<file path="src/rtl/frame_strobe_gen_if.sv">
// Request channel from the bitstream configuration controller to a column's
// frame-strobe sequencer: valid/ready handshake plus frame and column address.
interface frame_strobe_gen_if #(
  parameter int FrameSelectWidth = 5,
  parameter int ColSelectWidth   = 5
);
  logic                        req_valid;
  logic                        req_ready;
  logic [FrameSelectWidth-1:0] FrameAddress;
  logic [ColSelectWidth-1:0]   ColAddress;

  // Configuration controller side
  modport master (
    output req_valid,
    output FrameAddress,
    output ColAddress,
    input  req_ready
  );

  // Sequencer side
  modport slave (
    input  req_valid,
    input  FrameAddress,
    input  ColAddress,
    output req_ready
  );
endinterface

</file>
<file path="src/rtl/frame_strobe_gen.sv">
// Per-column frame-strobe sequencer. Accepts a frame-write request, drops it
// if it targets another column, flags out-of-range frame indices, and
// otherwise drives a one-hot FrameStrobe pulse framed by setup and hold
// intervals so FrameData is stable around the tile latch window.
module frame_strobe_gen #(
  parameter int MaxFramesPerCol  = 20,
  parameter int FrameSelectWidth = 5,
  parameter int ColSelectWidth   = 5,
  parameter int Col              = 0,
  parameter int SetupCycles      = 1,
  parameter int StrobeCycles     = 2,
  parameter int HoldCycles       = 1
) (
  input  logic                       UserCLK,
  input  logic                       resetn,
  frame_strobe_gen_if.slave          bus,
  output logic [MaxFramesPerCol-1:0] FrameStrobe,
  output logic                       busy,
  output logic                       done,
  output logic                       err
);

  typedef enum logic [1:0] {
    IDLE   = 2'd0,
    SETUP  = 2'd1,
    STROBE = 2'd2,
    HOLD   = 2'd3
  } state_t;

  localparam logic [7:0]  SETUP_LOAD  = 8'(SetupCycles - 1);
  localparam logic [7:0]  STROBE_LOAD = 8'(StrobeCycles - 1);
  localparam logic [7:0]  HOLD_LOAD   = 8'(HoldCycles - 1);
  localparam logic [31:0] FRAME_LIMIT = 32'(MaxFramesPerCol);

  state_t                      state_reg, state_next;
  logic [7:0]                  cnt_reg, cnt_next;
  logic [FrameSelectWidth-1:0] frame_reg, frame_next;
  logic [MaxFramesPerCol-1:0]  strobe_reg, strobe_next;
  logic                        done_reg, done_next;
  logic                        err_reg, err_next;
  logic [MaxFramesPerCol-1:0]  frame_onehot;
  logic                        accept;
  logic                        col_hit;
  logic                        frame_oob;

  // Decode the latched frame index into the strobe pattern, one bit per frame
  for (genvar gi = 0; gi < MaxFramesPerCol; gi++) begin : g_onehot
    assign frame_onehot[gi] = (32'(frame_reg) == gi);
  end

  assign accept    = bus.req_valid && (state_reg == IDLE);
  assign col_hit   = (bus.ColAddress == ColSelectWidth'(Col));
  assign frame_oob = (32'(bus.FrameAddress) >= FRAME_LIMIT);

  // Handshake and status decode straight from the state register
  assign bus.req_ready = (state_reg == IDLE);
  assign busy          = (state_reg != IDLE);
  assign FrameStrobe   = strobe_reg;
  assign done          = done_reg;
  assign err           = err_reg;

  // State, counter and registered outputs; reset clears the strobe immediately
  always_ff @(posedge UserCLK or negedge resetn) begin
    if (!resetn) begin
      state_reg  <= IDLE;
      cnt_reg    <= '0;
      frame_reg  <= '0;
      strobe_reg <= '0;
      done_reg   <= 1'b0;
      err_reg    <= 1'b0;
    end else begin
      state_reg  <= state_next;
      cnt_reg    <= cnt_next;
      frame_reg  <= frame_next;
      strobe_reg <= strobe_next;
      done_reg   <= done_next;
      err_reg    <= err_next;
    end
  end

  // Sequencing: filter the request, then walk setup -> strobe -> hold
  always_comb begin
    state_next  = state_reg;
    cnt_next    = cnt_reg;
    frame_next  = frame_reg;
    strobe_next = strobe_reg;
    done_next   = 1'b0;
    err_next    = 1'b0;
    case (state_reg)
      IDLE: begin
        strobe_next = '0;
        if (accept && col_hit) begin
          if (frame_oob) begin
            err_next = 1'b1;
          end else begin
            frame_next = bus.FrameAddress;
            cnt_next   = SETUP_LOAD;
            state_next = SETUP;
          end
        end
      end
      SETUP: begin
        if (cnt_reg == 8'd0) begin
          state_next  = STROBE;
          cnt_next    = STROBE_LOAD;
          strobe_next = frame_onehot;
        end else begin
          cnt_next = cnt_reg - 8'd1;
        end
      end
      STROBE: begin
        if (cnt_reg == 8'd0) begin
          state_next  = HOLD;
          cnt_next    = HOLD_LOAD;
          strobe_next = '0;
        end else begin
          cnt_next = cnt_reg - 8'd1;
        end
      end
      HOLD: begin
        strobe_next = '0;
        if (cnt_reg == 8'd0) begin
          state_next = IDLE;
          done_next  = 1'b1;
        end else begin
          cnt_next = cnt_reg - 8'd1;
        end
      end
      default: begin
        state_next  = IDLE;
        strobe_next = '0;
      end
    endcase
  end

endmodule

</file>
<file path="src/flat_wrapper.sv">
// flat-port wrapper written by rule: the top's interface ports become plain ports
module frame_strobe_gen_flat 
#(
  parameter int MaxFramesPerCol  = 20,
  parameter int FrameSelectWidth = 5,
  parameter int ColSelectWidth   = 5,
  parameter int Col              = 0,
  parameter int SetupCycles      = 1,
  parameter int StrobeCycles     = 2,
  parameter int HoldCycles       = 1
)
  (UserCLK, resetn, FrameStrobe, busy, done, err, bus_req_valid, bus_FrameAddress, bus_ColAddress, bus_req_ready);
  frame_strobe_gen_if #(.FrameSelectWidth(FrameSelectWidth), .ColSelectWidth(ColSelectWidth)) bus_i ();
  input  logic UserCLK;
  input  logic resetn;
  output logic [MaxFramesPerCol-1:0] FrameStrobe;
  output logic busy;
  output logic done;
  output logic err;
  input wire logic [$bits(bus_i.req_valid)-1:0] bus_req_valid;
  input wire logic [$bits(bus_i.FrameAddress)-1:0] bus_FrameAddress;
  input wire logic [$bits(bus_i.ColAddress)-1:0] bus_ColAddress;
  output wire logic [$bits(bus_i.req_ready)-1:0] bus_req_ready;
  assign bus_i.req_valid = bus_req_valid;
  assign bus_i.FrameAddress = bus_FrameAddress;
  assign bus_i.ColAddress = bus_ColAddress;
  assign bus_req_ready = bus_i.req_ready;
  frame_strobe_gen #(.MaxFramesPerCol(MaxFramesPerCol), .FrameSelectWidth(FrameSelectWidth), .ColSelectWidth(ColSelectWidth), .Col(Col), .SetupCycles(SetupCycles), .StrobeCycles(StrobeCycles), .HoldCycles(HoldCycles)) u_core (.UserCLK(UserCLK), .resetn(resetn), .bus(bus_i), .FrameStrobe(FrameStrobe), .busy(busy), .done(done), .err(err));
endmodule
</file>
<file path="config.mk">
export PLATFORM = sky130hd
export DESIGN_NAME = frame_strobe_gen_flat
export DESIGN_NICKNAME = d
export VERILOG_FILES = /design/src/rtl/frame_strobe_gen_if.sv /design/src/rtl/frame_strobe_gen.sv /design/src/flat_wrapper.sv
export SDC_FILE = /design/constraint.sdc
export NUM_CORES = 1
export LEC_CHECK = 0
export BUFFER_PORTS_ARGS = -buffer_cell sky130_fd_sc_hd__buf_2
export CORE_MARGIN = 1
export CORE_UTILIZATION = 35
export DETAILED_ROUTE_END_ITERATION = 16
export GPL_TIMING_DRIVEN = 0
export HOLD_SLACK_MARGIN = 0.08
export SYNTH_ARGS = -nofsm -noshare
export SYNTH_HDL_FRONTEND = slang
export SYNTH_SLANG_ARGS = --single-unit
</file>
<file path="constraint.sdc">
create_clock -name UserCLK -period 2.3 [get_ports UserCLK]
set_clock_uncertainty 0.15 [all_clocks]
set_input_delay 0 -clock UserCLK [delete_from_list [all_inputs] [get_ports UserCLK]]
set_output_delay 0 -clock UserCLK [all_outputs]
set_load 0.05 [all_outputs]
</file>
Yosys cells after proc, flatten, opt, wreduce, memory -nomap -nowiden
Cells that the tools add are included.

Flip-flop bits (word level): 37. Latch bits: 0. RAM bits: 0. Bits in read-only memories: 0. Output and inout bits: 24. Word-level logic and storage cells: 69. Memories: 0.

Add/sub/neg operators: 1. $mul: 0. Divide/modulo/power cells: 0. Magnitude comparators: 1. Equal/unequal tests: 28. Shift-type cells: 0. Muxes and demuxes: 20. Bitwise gates (word level): 1. Reductions and logical operators: 12.

Operators by type and width (number): $pmux 20 s3 (1); $eq 5x4->1 const B (8); $mux 20 (2); $mux 8 (5); $pmux 8 s4 (1); $eq 5x3->1 const B (4); $eq 5x5->1 const B (4); $eq 5x2->1 const B (2); $logic_not 5->1 (2); $mux 2 (5); $logic_not 8->1 (1); $ne 2x1->1 const B (4); $pmux 2 s4 (1); $sub 8x1->8 const B (1); $reduce_and 3->1 (2); $eq 5x1->1 const B (1); $ge 5x5->1 const B (1); $mux 1 (5); $reduce_and 5->1 (1); $eq 2x2->1 const B (2); $ne 2x2->1 const B (2); $eq 2x1->1 const B (1); $logic_and 1x1->1 (2); $logic_not 2->1 (1); other kinds (4) (4).

Depth between registers and ports, before layout
Gate-level depths: netlist of run 1.

Depth in word-level cells: 5. Mapped depth: 7. Mapped depth without buffers: 6.

Least setup slack after synthesis of run 1
Ideal clock, no wire load.

Path type: register to register. Start point: reg u_core.state_reg[0]. End point: reg u_core.cnt_reg[4]. Arrival time: 2.187 ns. Required time: 2.026 ns. Slack: -0.161 ns. Stages on the path, launching flop included: 7. Clock period less this slack: 2.461 ns. Cells stage by stage: dfrtp_1 inv_1 ha_1 inv_1 a31o_2 and4_1 a211o_1.

Cells in the longest elaborated chain, start to end: 5.

Ends and longest elaborated chain: start: declaration (line frame_strobe_gen.sv:35) `state_t state_reg, state_next;`; start signal: assignment (line frame_strobe_gen.sv:72) `state_reg <= state_next;`; $logic_not 2->1 (*); net bus_req_ready (line flat_wrapper.sv:23) `output wire logic [$bits(bus_i.req_ready)-1:0] bus_req_ready;`; $logic_and 1x1->1 (line frame_strobe_gen.sv:51) `assign accept = bus.req_valid && (state_reg == IDLE);`; $logic_and 1x1->1 (line frame_strobe_gen.sv:92) `if (accept && col_hit) begin`; $ne 2x1->1 (no line); $reduce_and 3->1 (no line); end signal: assignment (line frame_strobe_gen.sv:73) `cnt_reg <= cnt_next;`; end: declaration (line frame_strobe_gen.sv:36) `logic [7:0] cnt_reg, cnt_next;`.

Mark *: on every way through the listed nets, which the timed path passes. The rest lies on a longest branch. A chain may end at the register's enable or synchronous reset.

Worst setup path after layout of run 1
Start point: in bus_ColAddress[0]. End point: reg u_core.frame_reg[4].

Cells in the longest elaborated chain, start to end: 3.

Ends and longest elaborated chain: start: declaration (line flat_wrapper.sv:22) `input wire logic [$bits(bus_i.ColAddress)-1:0] bus_ColAddress;`; $logic_not 5->1 (line frame_strobe_gen.sv:52) `assign col_hit = (bus.ColAddress == ColSelectWidth'(Col));`; $logic_and 1x1->1 (line frame_strobe_gen.sv:92); $reduce_and 3->1 (no line); end signal: assignment (line frame_strobe_gen.sv:74) `frame_reg <= frame_next;`; end: declaration (line frame_strobe_gen.sv:37) `logic [FrameSelectWidth-1:0] frame_reg, frame_next;`.

No other way between the ends.

==> results.py, run 1 <==
metrics = {
    "sta": {
        "setup_violations": 0,
        "worst_slew_pin_slew_ns": 0.8211,
        "fin_setup_tns_ns": 0,
        "hold_viol": 0,
        "drv_slew": 0,
        "fin_crit_ns": 2.158,
        "grt_setup_unrepaired": "yes",
        "relSlewSlack": 0.4526,
        "period_share": 0.9381,
        "fmax_mhz": 463.5,
    },
    "setup_path": {
        "crit_required_ns": 2.36,
        "end_kind": "flip-flop",
        "cp-start-kind": "input port",
        "cp.arrival_ns": 2.22,
        "critical_path_class": "input port to flip-flop",
        "worstPathMaxFanout": 5,
    },
    "routing": {
        "drtIter0Drc": 109,
        "route.met2.wl_mm": 1.949,
        "finalWirelength_mm": 4.281,
        "first_pass_iters": 4,
        "drc_errors": 0,
        "wl_per_cell_um": 14.32,
        "ant_nets": 0,
        "routed.top_layer": "met4",
        "wl_met1_mm": 2.115,
        "dr_wl_met3_um": 151,
        "viasPerCell": 5.114,
        "dr_total_vias": 1529,
    },
    "clocking": {
        "clkTransAtPathRegs_ns": 0.07,
        "cts_made_buffers": 5,
        "root_buffer": "clkbuf_8",
        "htree_levels": 2,
        "clockBufferDepth": 2,
        "clkLatencyLatePin_ns": 0.29,
        "cts_setup_buffers": 0,
        "clock-sinks": 37,
        "cts_tree": "done",
    },
    "placed_design": {
        "detailed_place_hpwl_mm": 2.816,
        "postPlaceCellArea_um2": 2100,
        "portBuffers": 36,
        "place_congestion": 0.7826,
    },
    "global_route": {
        "first_global_vias": 1476,
        "grt_start_max_net_pins": 38,
        "grtUsageTotal": 0.1724,
        "gr-total-overflow": 0,
        "antenna_found_initial": 0,
        "grt_pass1_wl_mm": 7.100,
    },
    "power": {
        "power_mw": 1.281,
        "power.density_nw_per_um2": 543.0,
        "ir_drop_mv": 0.4300,
        "power.leakage_nw": 1.138,
    },
    "die": {
        "rows": 25,
        "die_width_um": 74.37,
        "core_region_area_um2": 4880,
        "die-area_um2": 5531,
        "die_y_um": 74.37,
        "initial_core_util": 0.3756,
        "pin_count": 37,
    },
    "synthesis": {
        "synth_nets": 195,
        "syn_area_um2": 1833,
        "avgSynthCellArea_um2": 10.47,
        "synth_seq_cells": 37,
        "synth_seq_area_share": 0.5051,
        "synthDistinctLibCells": 41,
        "synth_cells": 175,
        "ys_warn_count": 0,
    },
    "run": {
        "maxCapViolCount": 0,
    },
    "layout": {
        "area_growth_pct": 28.67,
        "fillers": 489,
        "nets": 251,
        "final_common_cell": "dfrtp_1",
        "fin_area_um2": 2359,
        "n_antenna_cell": 0,
        "drive_above_1_share": 0.2414,
        "final_util": 0.4833,
        "largest_register_ffs": 20,
        "final_cell_mix": "37 x dfrtp_1, 36 x buf_2, 27 x nand2_1",
    },
    "hold_path": {
        "hold_class": "input port to flip-flop",
    },
    "status": {
        "status": "completed",
    },
}
## worst paths after layout
kind	from	endpoint	slack (ns)	depth (start not counted)
max	bus_ColAddress[0]	u_core.frame_reg[4]	0.14	6
min	bus_ColAddress[3]	u_core.frame_reg[1]	0.14	4
max reg2reg	u_core.cnt_reg[0]	u_core.state_reg[1]	0.14	6
min reg2reg	u_core.FrameStrobe[12]	u_core.FrameStrobe[12]	0.33	2
max in group asynchronous	resetn	u_core.FrameStrobe[1]	1.29	2
min in group asynchronous	resetn	u_core.FrameStrobe[0]	0.19	2
## power breakdown
part	switching (mW)	internal [mW]
Clock	0.238	0.354
Sequential	0	0.650
Combinational	0.0206	0.0183
## cell usage after synthesis, drive strengths merged
| library cell | number | area share |
|---|---|---|
| nor4 | 3 | 0.018 |
| ha | 7 | 0.048 |
| clkbuf | 4 | 0.0082 |
| o41ai | 5 | 0.024 |
| buf | 2 | 0.0041 |
| inv | 7 | 0.014 |
| a22o | 1 | 0.0048 |
| a31o | 1 | 0.0048 |
| a31oi | 1 | 0.0034 |
| or3b | 1 | 0.0048 |
| nor2b | 4 | 0.014 |
| and3b | 1 | 0.0048 |
| a2bb2oi | 1 | 0.0048 |
| mux2 | 6 | 0.037 |
| nand2b | 2 | 0.0068 |
| a32o | 1 | 0.0055 |
| or2 | 1 | 0.0034 |
| dfrtp | 37 | 0.51 |
| nand3b | 2 | 0.0082 |
| nor3b | 3 | 0.021 |
| a211o | 2 | 0.0096 |
| nand2 | 27 | 0.055 |
| o2bb2ai | 2 | 0.0096 |
| nor2 | 10 | 0.020 |
| nor3 | 4 | 0.011 |
| nand3 | 7 | 0.019 |
| a21oi | 4 | 0.011 |
| o311ai | 4 | 0.019 |
| and3 | 1 | 0.0034 |
| o21ai | 2 | 0.0055 |
| o31ai | 15 | 0.061 |
| nand4 | 3 | 0.010 |
| or3 | 1 | 0.0034 |
| mux2i | 1 | 0.0055 |
| or4 | 1 | 0.0061 |
| and4 | 1 | 0.0048 |
## cells by family (layout without fill, tap and decap cells)
logic type / count (synthesis) / after routing / synth area share
buffers and inverters: 13 / 70 / 0.02662
adder cells (fa/ha/maj): 7 / 7 / 0.04778
AO/OA/AOI/OAI: 39 / 39 / 0.1632
multiplexers: 7 / 7 / 0.04232
AND/OR/NAND/NOR: 72 / 72 / 0.2150
flip-flops: 37 / 37 / 0.5051
## cell type report
cell class / count / area (um^2) / share of cell area
Multi-Input combinational cell: 125 / 873.3 / 0.3703
Timing Repair Buffer: 49 / 310.3 / 0.1316
Buffer: 6 / 22.52 / 0.009549
Clock buffer: 7 / 86.33 / 0.03660
Inverter: 7 / 26.28 / 0.01114
Sequential cell: 37 / 925.9 / 0.3926
Tap cell: 67 / 83.83 / 0.03554
Clock inverter: 1 / 30.03 / 0.01273
## per-layer routing
metal,vias up,GRT usage
met5,-,0
met4,0,0.06918
met3,7,0.03523
met2,36,0.2573
met1,728,0.2446
li1,758,-
## critical path: stages
cell           delay, ns
dlygate4sd3_1       0.54
buf_2               0.13
nor4_2              0.41
nand4_1             0.33
dlygate4sd3_1       0.66
a21oi_1             0.15
## repair_timing
action / 4_1_cts / 5_1_grt
hold endpoints to repair: 44 / 0
endpoints found under the setup margin: 0 / 7
hold buffers: 13 / 0
resized for setup: 0 / 2
## stage by stage
step                hold WS [ns]  setup WS (ns)  std cells
global placement      -0.0009730         0.1223        278
detailed placement       0.01575         0.1116        278
CTS                       0.1556        0.02866        299
finish                    0.1424         0.1423        299
floorplan                -0.4456        0.07887        175
global route              0.1670       -0.05664        299
Note: power is estimated with default switching activity, not from simulation.
==> run 2: changes to the inputs <==
--- a/config.mk
+++ b/config.mk
@@ -5,10 +5,11 @@
 export SDC_FILE = /design/constraint.sdc
 export NUM_CORES = 1
 export LEC_CHECK = 0
-export BUFFER_PORTS_ARGS = -buffer_cell sky130_fd_sc_hd__buf_2
+export CAP_MARGIN = 10
 export CORE_MARGIN = 1
 export CORE_UTILIZATION = 35
 export DETAILED_ROUTE_END_ITERATION = 16
+export DONT_BUFFER_PORTS = 1
 export GPL_TIMING_DRIVEN = 0
 export HOLD_SLACK_MARGIN = 0.08
 export SYNTH_ARGS = -nofsm -noshare
==> run 2 against run 1 <==
Against the previous run: sequential share of layout area increased by 1.1 points; sequential power is essentially flat; first-iteration DRC count is 0.92% higher; clock power is 3% lower; non-clock buffer count decreased by 32; via count fell by 4.7%; final area fell by 2.8%; register-to-register slack worse by 0.06 ns; highest routed layer unchanged; critical path depth unchanged; die area unchanged; flip-flop and latch count did not move; critical endpoint is now u_core.cnt_reg[1]; setup slack worse by 0.055 ns.
==> results.py, run 2 (synthesized netlist as in run 1, its figures left out) <==
metrics = {
    "status": {
        "status": "completed",
    },
    "placed_design": {
        "place_congestion": 0.7704,
        "postPlaceCellArea_um2": 1919,
        "portBuffers": 0,
        "detailed_place_hpwl_mm": 2.780,
    },
    "clocking": {
        "clkLatencyLatePin_ns": 0.28,
        "cts_tree": "done",
        "cts_made_buffers": 5,
        "clock-sinks": 37,
        "clockBufferDepth": 2,
        "clkTransAtPathRegs_ns": 0.08,
        "root_buffer": "clkbuf_8",
        "htree_levels": 2,
    },
    "hold_path": {
        "hold_class": "input port to flip-flop",
    },
    "sta": {
        "period_share": 0.9623,
        "worst_slew_pin_slew_ns": 0.7358,
        "fin_crit_ns": 2.213,
        "fmax_mhz": 451.8,
        "grt_setup_unrepaired": "no",
        "hold_viol": 0,
        "drv_slew": 0,
        "relSlewSlack": 0.5043,
        "fin_hold_ws_ns": 0.09350,
        "setup_violations": 0,
    },
    "power": {
        "seqPwrFrac": 0.511,
        "switching_power_mw": 0.2461,
        "clkPwrFrac": 0.454,
        "swShare": 0.1935,
        "ir_drop_mv": 0.3429,
        "power_mw": 1.272,
        "power.density_nw_per_um2": 554.5,
        "pwr-share-comb": 0.035,
        "power.leakage_nw": 1.008,
        "p_int_mw": 1.026,
    },
    "routing": {
        "ant_nets": 0,
        "drtIter0Drc": 110,
        "drc_errors": 0,
        "first_pass_iters": 4,
        "dr_total_vias": 1457,
        "wl_per_cell_um": 15.67,
        "viasPerCell": 5.457,
        "finalWirelength_mm": 4.184,
    },
    "layout": {
        "fin_area_um2": 2293,
        "n_antenna_cell": 0,
        "area_growth_pct": 25.12,
        "final_common_cell": "dfrtp_1",
        "fillers": 472,
        "final_cell_mix": "37 x dfrtp_1, 27 x nand2_1, 15 x o31ai_1",
        "largest_register_ffs": 20,
        "nets": 219,
        "final_util": 0.4700,
        "drive_above_1_share": 0.1600,
    },
    "setup_path": {
        "worstPathMaxFanout": 7,
        "cp-start-kind": "flip-flop",
        "end_kind": "flip-flop",
        "crit_required_ns": 2.32,
        "critical_path_class": "flip-flop to flip-flop",
        "cp.arrival_ns": 2.23,
    },
    "die": {
        "rows": 25,
        "core_region_area_um2": 4880,
        "die-area_um2": 5531,
        "pin_count": 37,
        "die_y_um": 74.37,
        "die_width_um": 74.37,
        "initial_core_util": 0.3756,
    },
    "global_route": {
        "grt_start_max_net_pins": 38,
        "gr-total-overflow": 0,
        "first_global_vias": 1455,
        "antenna_found_initial": 0,
        "grtUsageTotal": 0.1707,
        "grt_pass1_wl_mm": 7.065,
    },
    "run": {
        "maxCapViolCount": 0,
    },
}
[run 2: changes by cell type in the layout (fill, tap and decap cells not counted), sizes merged]
cell / previous run / this run
clkinvlp: 0 / 1
dlygate4sd3: 13 / 14
inv: 7 / 6
buf: 38 / 5
[run 2: worst max-delay path, cell delays in order, from the launching register on]
cell        delay [ns]
dfrtp_1           0.41
inv_2             0.11
ha_4              0.27
clkinvlp_4        0.34
a31o_4            0.34
nand2_1           0.12
mux2_2            0.34
[run 2: power groups by stage]
| stage | registers (mW) | logic, mW | clock network, mW |
|---|---|---|---|
| 2_1_floorplan | 0.663 | 0.00301 | 0 |
| 3_3_place_gp | 0.663 | 0.00332 | 0 |
| 3_5_place_dp | 0.663 | 0.00341 | 0 |
| 4_1_cts | 0.650 | 0.0424 | 0.590 |
| 5_1_grt | 0.650 | 0.0492 | 0.614 |
| 6_report | 0.650 | 0.0444 | 0.577 |
[run 2: metrics by stage]
stage,setup slack [ns],std cells,setup TNS (ns)
4_1_cts,0.01425,266,0
6_report,0.08681,267,0
3_3_place_gp,-0.07267,242,-0.2673
3_5_place_dp,-0.1099,242,-0.3361
2_1_floorplan,0.07887,175,0
5_1_grt,0.008521,267,0
[run 2: cell type report]
class | count | area, um^2 | share of cell area
plain buffers | 6 | 25.02 | 0.01091
clock buffers | 7 | 86.33 | 0.03764
clock inverters | 1 | 30.03 | 0.01309
inverters | 7 | 30.03 | 0.01309
multi-input cells | 125 | 924.6 | 0.4032
flip-flops and latches | 37 | 925.9 | 0.4037
well taps | 67 | 83.83 | 0.03655
repair buffers | 17 | 187.7 | 0.08183
[run 2: metal layers]
metal,wire (um),up-vias,track usage
met5,0,-,0
met4,44,0,0.05660
met3,218,6,0.04336
met2,1948,42,0.2623
met1,1972,706,0.2358
li1,-,703,-
[run 2: repair_timing]
item,4_1_cts,5_1_grt
endpoints found under the setup margin,5,12
setup buffers,0,1
hold endpoints to repair,44,0
gates cloned,0,0
gates resized for setup,4,12
hold buffers,16,0
[run 2: path summary, 6_finish.rpt]
| check | cells past startpoint | end | slack (ns) | startpoint |
|---|---|---|---|---|
| worst max-delay path | 6 | u_core.cnt_reg[1] | 0.09 | u_core.state_reg[0] |
| worst min-delay path | 4 | u_core.cnt_reg[6] | 0.09 | bus_req_valid |
| worst max register to register | 6 | u_core.cnt_reg[1] | 0.09 | u_core.state_reg[0] |
| worst min register to register | 2 | u_core.frame_reg[4] | 0.40 | u_core.frame_reg[4] |
| max in group asynchronous | 3 | u_core.err | 1.70 | resetn |
| min in group asynchronous | 3 | u_core.FrameStrobe[6] | 0.12 | resetn |
==> run 3: changes to the inputs <==
--- a/config.mk
+++ b/config.mk
@@ -5,6 +5,7 @@
 export SDC_FILE = /design/constraint.sdc
 export NUM_CORES = 1
 export LEC_CHECK = 0
+export ABC_AREA = 1
 export CAP_MARGIN = 10
 export CORE_MARGIN = 1
 export CORE_UTILIZATION = 35
==> run 3 against run 2 <==
Against the previous run: core utilization decreased by 2.8 points; final area grew 1.5%; critical path depth increased by 5; count of clock-buffer cells in the layout fell by 1; clock power shrank 19%; critical endpoint is now u_core.cnt_reg[5].
==> results.py, run 3 <==
metrics = {
    "power": {
        "switching_power_mw": 1.407,
        "ir_drop_mv": 0.5963,
        "power_mw": 2.888,
        "p_int_mw": 1.482,
        "power.density_nw_per_um2": 1241,
        "pwr-share-comb": 0.519,
        "power.leakage_nw": 1.173,
        "seqPwrFrac": 0.320,
        "clkPwrFrac": 0.162,
        "swShare": 0.4869,
    },
    "layout": {
        "fillers": 544,
        "final_cell_mix": "63 x nand2_1, 37 x dfrtp_1, 26 x inv_1",
        "final_common_cell": "nand2_1",
        "nets": 281,
        "n_antenna_cell": 0,
        "seqCellArea_um2": 925.9,
        "largest_register_ffs": 20,
        "final_util": 0.4416,
        "drive_above_1_share": 0.1264,
        "area_growth_pct": 17.72,
        "multi_input_comb_area_um2": 923.4,
        "final_cell_count_no_fill": 331,
    },
    "clocking": {
        "htree_levels": 2,
        "cts_tree": "done",
        "cts_made_buffers": 5,
        "root_buffer": "clkbuf_8",
        "clockBufferDepth": 2,
        "clkTransAtPathRegs_ns": 0.07,
        "cts_setup_buffers": 0,
        "clkLatencyLatePin_ns": 0.29,
        "clock-sinks": 37,
    },
    "placed_design": {
        "detailed_place_hpwl_mm": 3.015,
        "dp_cells": 310,
        "portBuffers": 0,
        "place_congestion": 0.8317,
    },
    "synthesis": {
        "synth_nets": 260,
        "syn_area_um2": 1977,
        "synth_cells": 240,
        "synth_commonest_cells": "63 x nand2_1, 37 x dfrtp_1, 26 x inv_1",
        "synth_seq_cells": 37,
        "dominantRegCellSynth": "dfrtp_1",
        "netlist.area_leader.share": 0.4684,
        "yosysMostFrequentCell": "nand2_1",
        "synthDistinctLibCells": 29,
        "ys_warn_count": 0,
        "synthArstFlopShare": 1.000,
        "synth_edf_count": 0,
        "synth_area_leader_cell": "dfrtp_1",
        "avgSynthCellArea_um2": 8.237,
        "synth_seq_area_share": 0.4684,
        "synth.area.top_cells": "dfrtp_1 47%, nand2_1 12%, nand3_1 6.3%",
    },
    "routing": {
        "drtIter0Drc": 66,
        "drc_errors": 0,
        "dr_total_vias": 1562,
        "wl_per_cell_um": 12.50,
        "ant_nets": 0,
        "viasPerCell": 4.719,
        "finalWirelength_mm": 4.139,
        "first_pass_iters": 4,
    },
    "sta": {
        "worst_slew_pin_slew_ns": 0.4962,
        "setup_violations": 0,
        "fin_crit_ns": 2.077,
        "drv_slew": 0,
        "fin_setup_tns_ns": 0,
        "relSlewSlack": 0.6692,
        "grt_setup_unrepaired": "no",
        "fmax_mhz": 481.4,
        "period_share": 0.9032,
        "hold_viol": 0,
    },
    "status": {
        "status": "completed",
    },
    "run": {
        "maxCapViolCount": 0,
    },
    "die": {
        "pin_count": 37,
        "initial_core_util": 0.3751,
        "core_region_area_um2": 5270,
        "rows": 26,
        "die-area_um2": 5953,
        "die_width_um": 77.16,
        "die_y_um": 77.16,
    },
    "setup_path": {
        "reg2reg_depth": 11,
        "cp-start-kind": "flip-flop",
        "crit_required_ns": 2.33,
        "rr_endpoint": "u_core.cnt_reg[5]",
        "worstPathMaxFanout": 10,
        "critical_path_class": "flip-flop to flip-flop",
        "r2r-start": "u_core.state_reg[0]",
        "r2r_slack_ns": 0.22,
        "end_kind": "flip-flop",
        "cp.arrival_ns": 2.11,
    },
    "global_route": {
        "grt_pass1_wl_mm": 7.286,
        "grt_start_max_net_pins": 38,
        "grtUsageTotal": 0.1584,
        "first_global_vias": 1587,
        "antenna_found_initial": 0,
        "gr-total-overflow": 0,
    },
    "hold_path": {
        "hold_class": "input port to asynchronous set/reset pin",
    },
}
run 3: worst max-delay path: stages (launching register included):
cell and delay [ns]:
dfrtp_1 0.42, inv_1 0.16, ha_4 0.29, nand2_1 0.10
nor2_2 0.15, nand3_4 0.15, nand2_4 0.16, nand2_4 0.10
inv_2 0.07, nand2_1 0.10, nand2_1 0.08, nor2_1 0.04
run 3: per-stage QoR:
| stage | hold slack, ns | setup slack (ns) | instance area, um^2 |
|---|---|---|---|
| 2_1_floorplan | -0.4456 | 0.1073 | 1977 |
| 3_3_place_gp | -0.4449 | -0.1456 | 2064 |
| 3_5_place_dp | -0.4449 | -0.1667 | 2064 |
| 4_1_cts | 0.08678 | 0.05437 | 2317 |
| 5_1_grt | 0.1214 | 0.02768 | 2327 |
| 6_report | 0.1098 | 0.2226 | 2327 |
run 3: cell type report:
| class | instances | share of cell area |
|---|---|---|
| well taps | 70 | 0.03763 |
| clock inverters | 1 | 0.003226 |
| multi-input cells | 169 | 0.3968 |
| repair buffers | 14 | 0.06882 |
| flip-flops and latches | 37 | 0.3978 |
| inverters | 31 | 0.05108 |
| plain buffers | 3 | 0.009140 |
| clock buffers | 6 | 0.03548 |
run 3: kinds of logic (layout without fill, tap and decap cells):
kind of cell	Yosys count	count (layout)	synth area share
XOR/XNOR	3	3	0.01329
AO/OA/AOI/OAI	23	23	0.07279
adder cells (fa/ha/maj)	7	7	0.04430
flip-flops	37	37	0.4684
multiplexers	1	1	0.005063
AND/OR/NAND/NOR	135	135	0.3253
buffers and inverters	34	55	0.07088
run 3: how the worst max path moves through the flow:
stage	from	to	slack, ns	depth (start not counted)
after floorplan	u_core.state_reg[0]	u_core.cnt_reg[6]	0.11	11
after global placement	u_core.state_reg[0]	u_core.cnt_reg[6]	-0.15	11
after detailed placement	u_core.state_reg[1]	u_core.cnt_reg[5]	-0.17	11
after CTS	u_core.state_reg[0]	u_core.cnt_reg[5]	0.05	11
after global routing	u_core.state_reg[0]	u_core.cnt_reg[5]	0.03	11
final	u_core.state_reg[0]	u_core.cnt_reg[5]	0.22	11
run 3: power groups by stage:
stage | clock [mW] | sequential [mW] | combinational, mW
after floorplan | 0 | 0.916 | 1.18
after global placement | 0 | 0.936 | 1.41
final | 0.467 | 0.924 | 1.50
after global routing | 0.501 | 0.947 | 1.70
after CTS | 0.483 | 0.925 | 1.49
after detailed placement | 0 | 0.937 | 1.44
run 3: timing repair:
item                                   in CTS  in global routing
endpoints found under the hold margin      45                  0
gates resized for setup                     1                  1
setup endpoints to repair                   8                  8
hold buffers                               14                  0
run 3: layer usage:
metal	GRT usage	routed length, um
met5	0	0
met3	0.05238	227
met2	0.2487	1822
met1	0.1929	2013
met4	0.07925	74
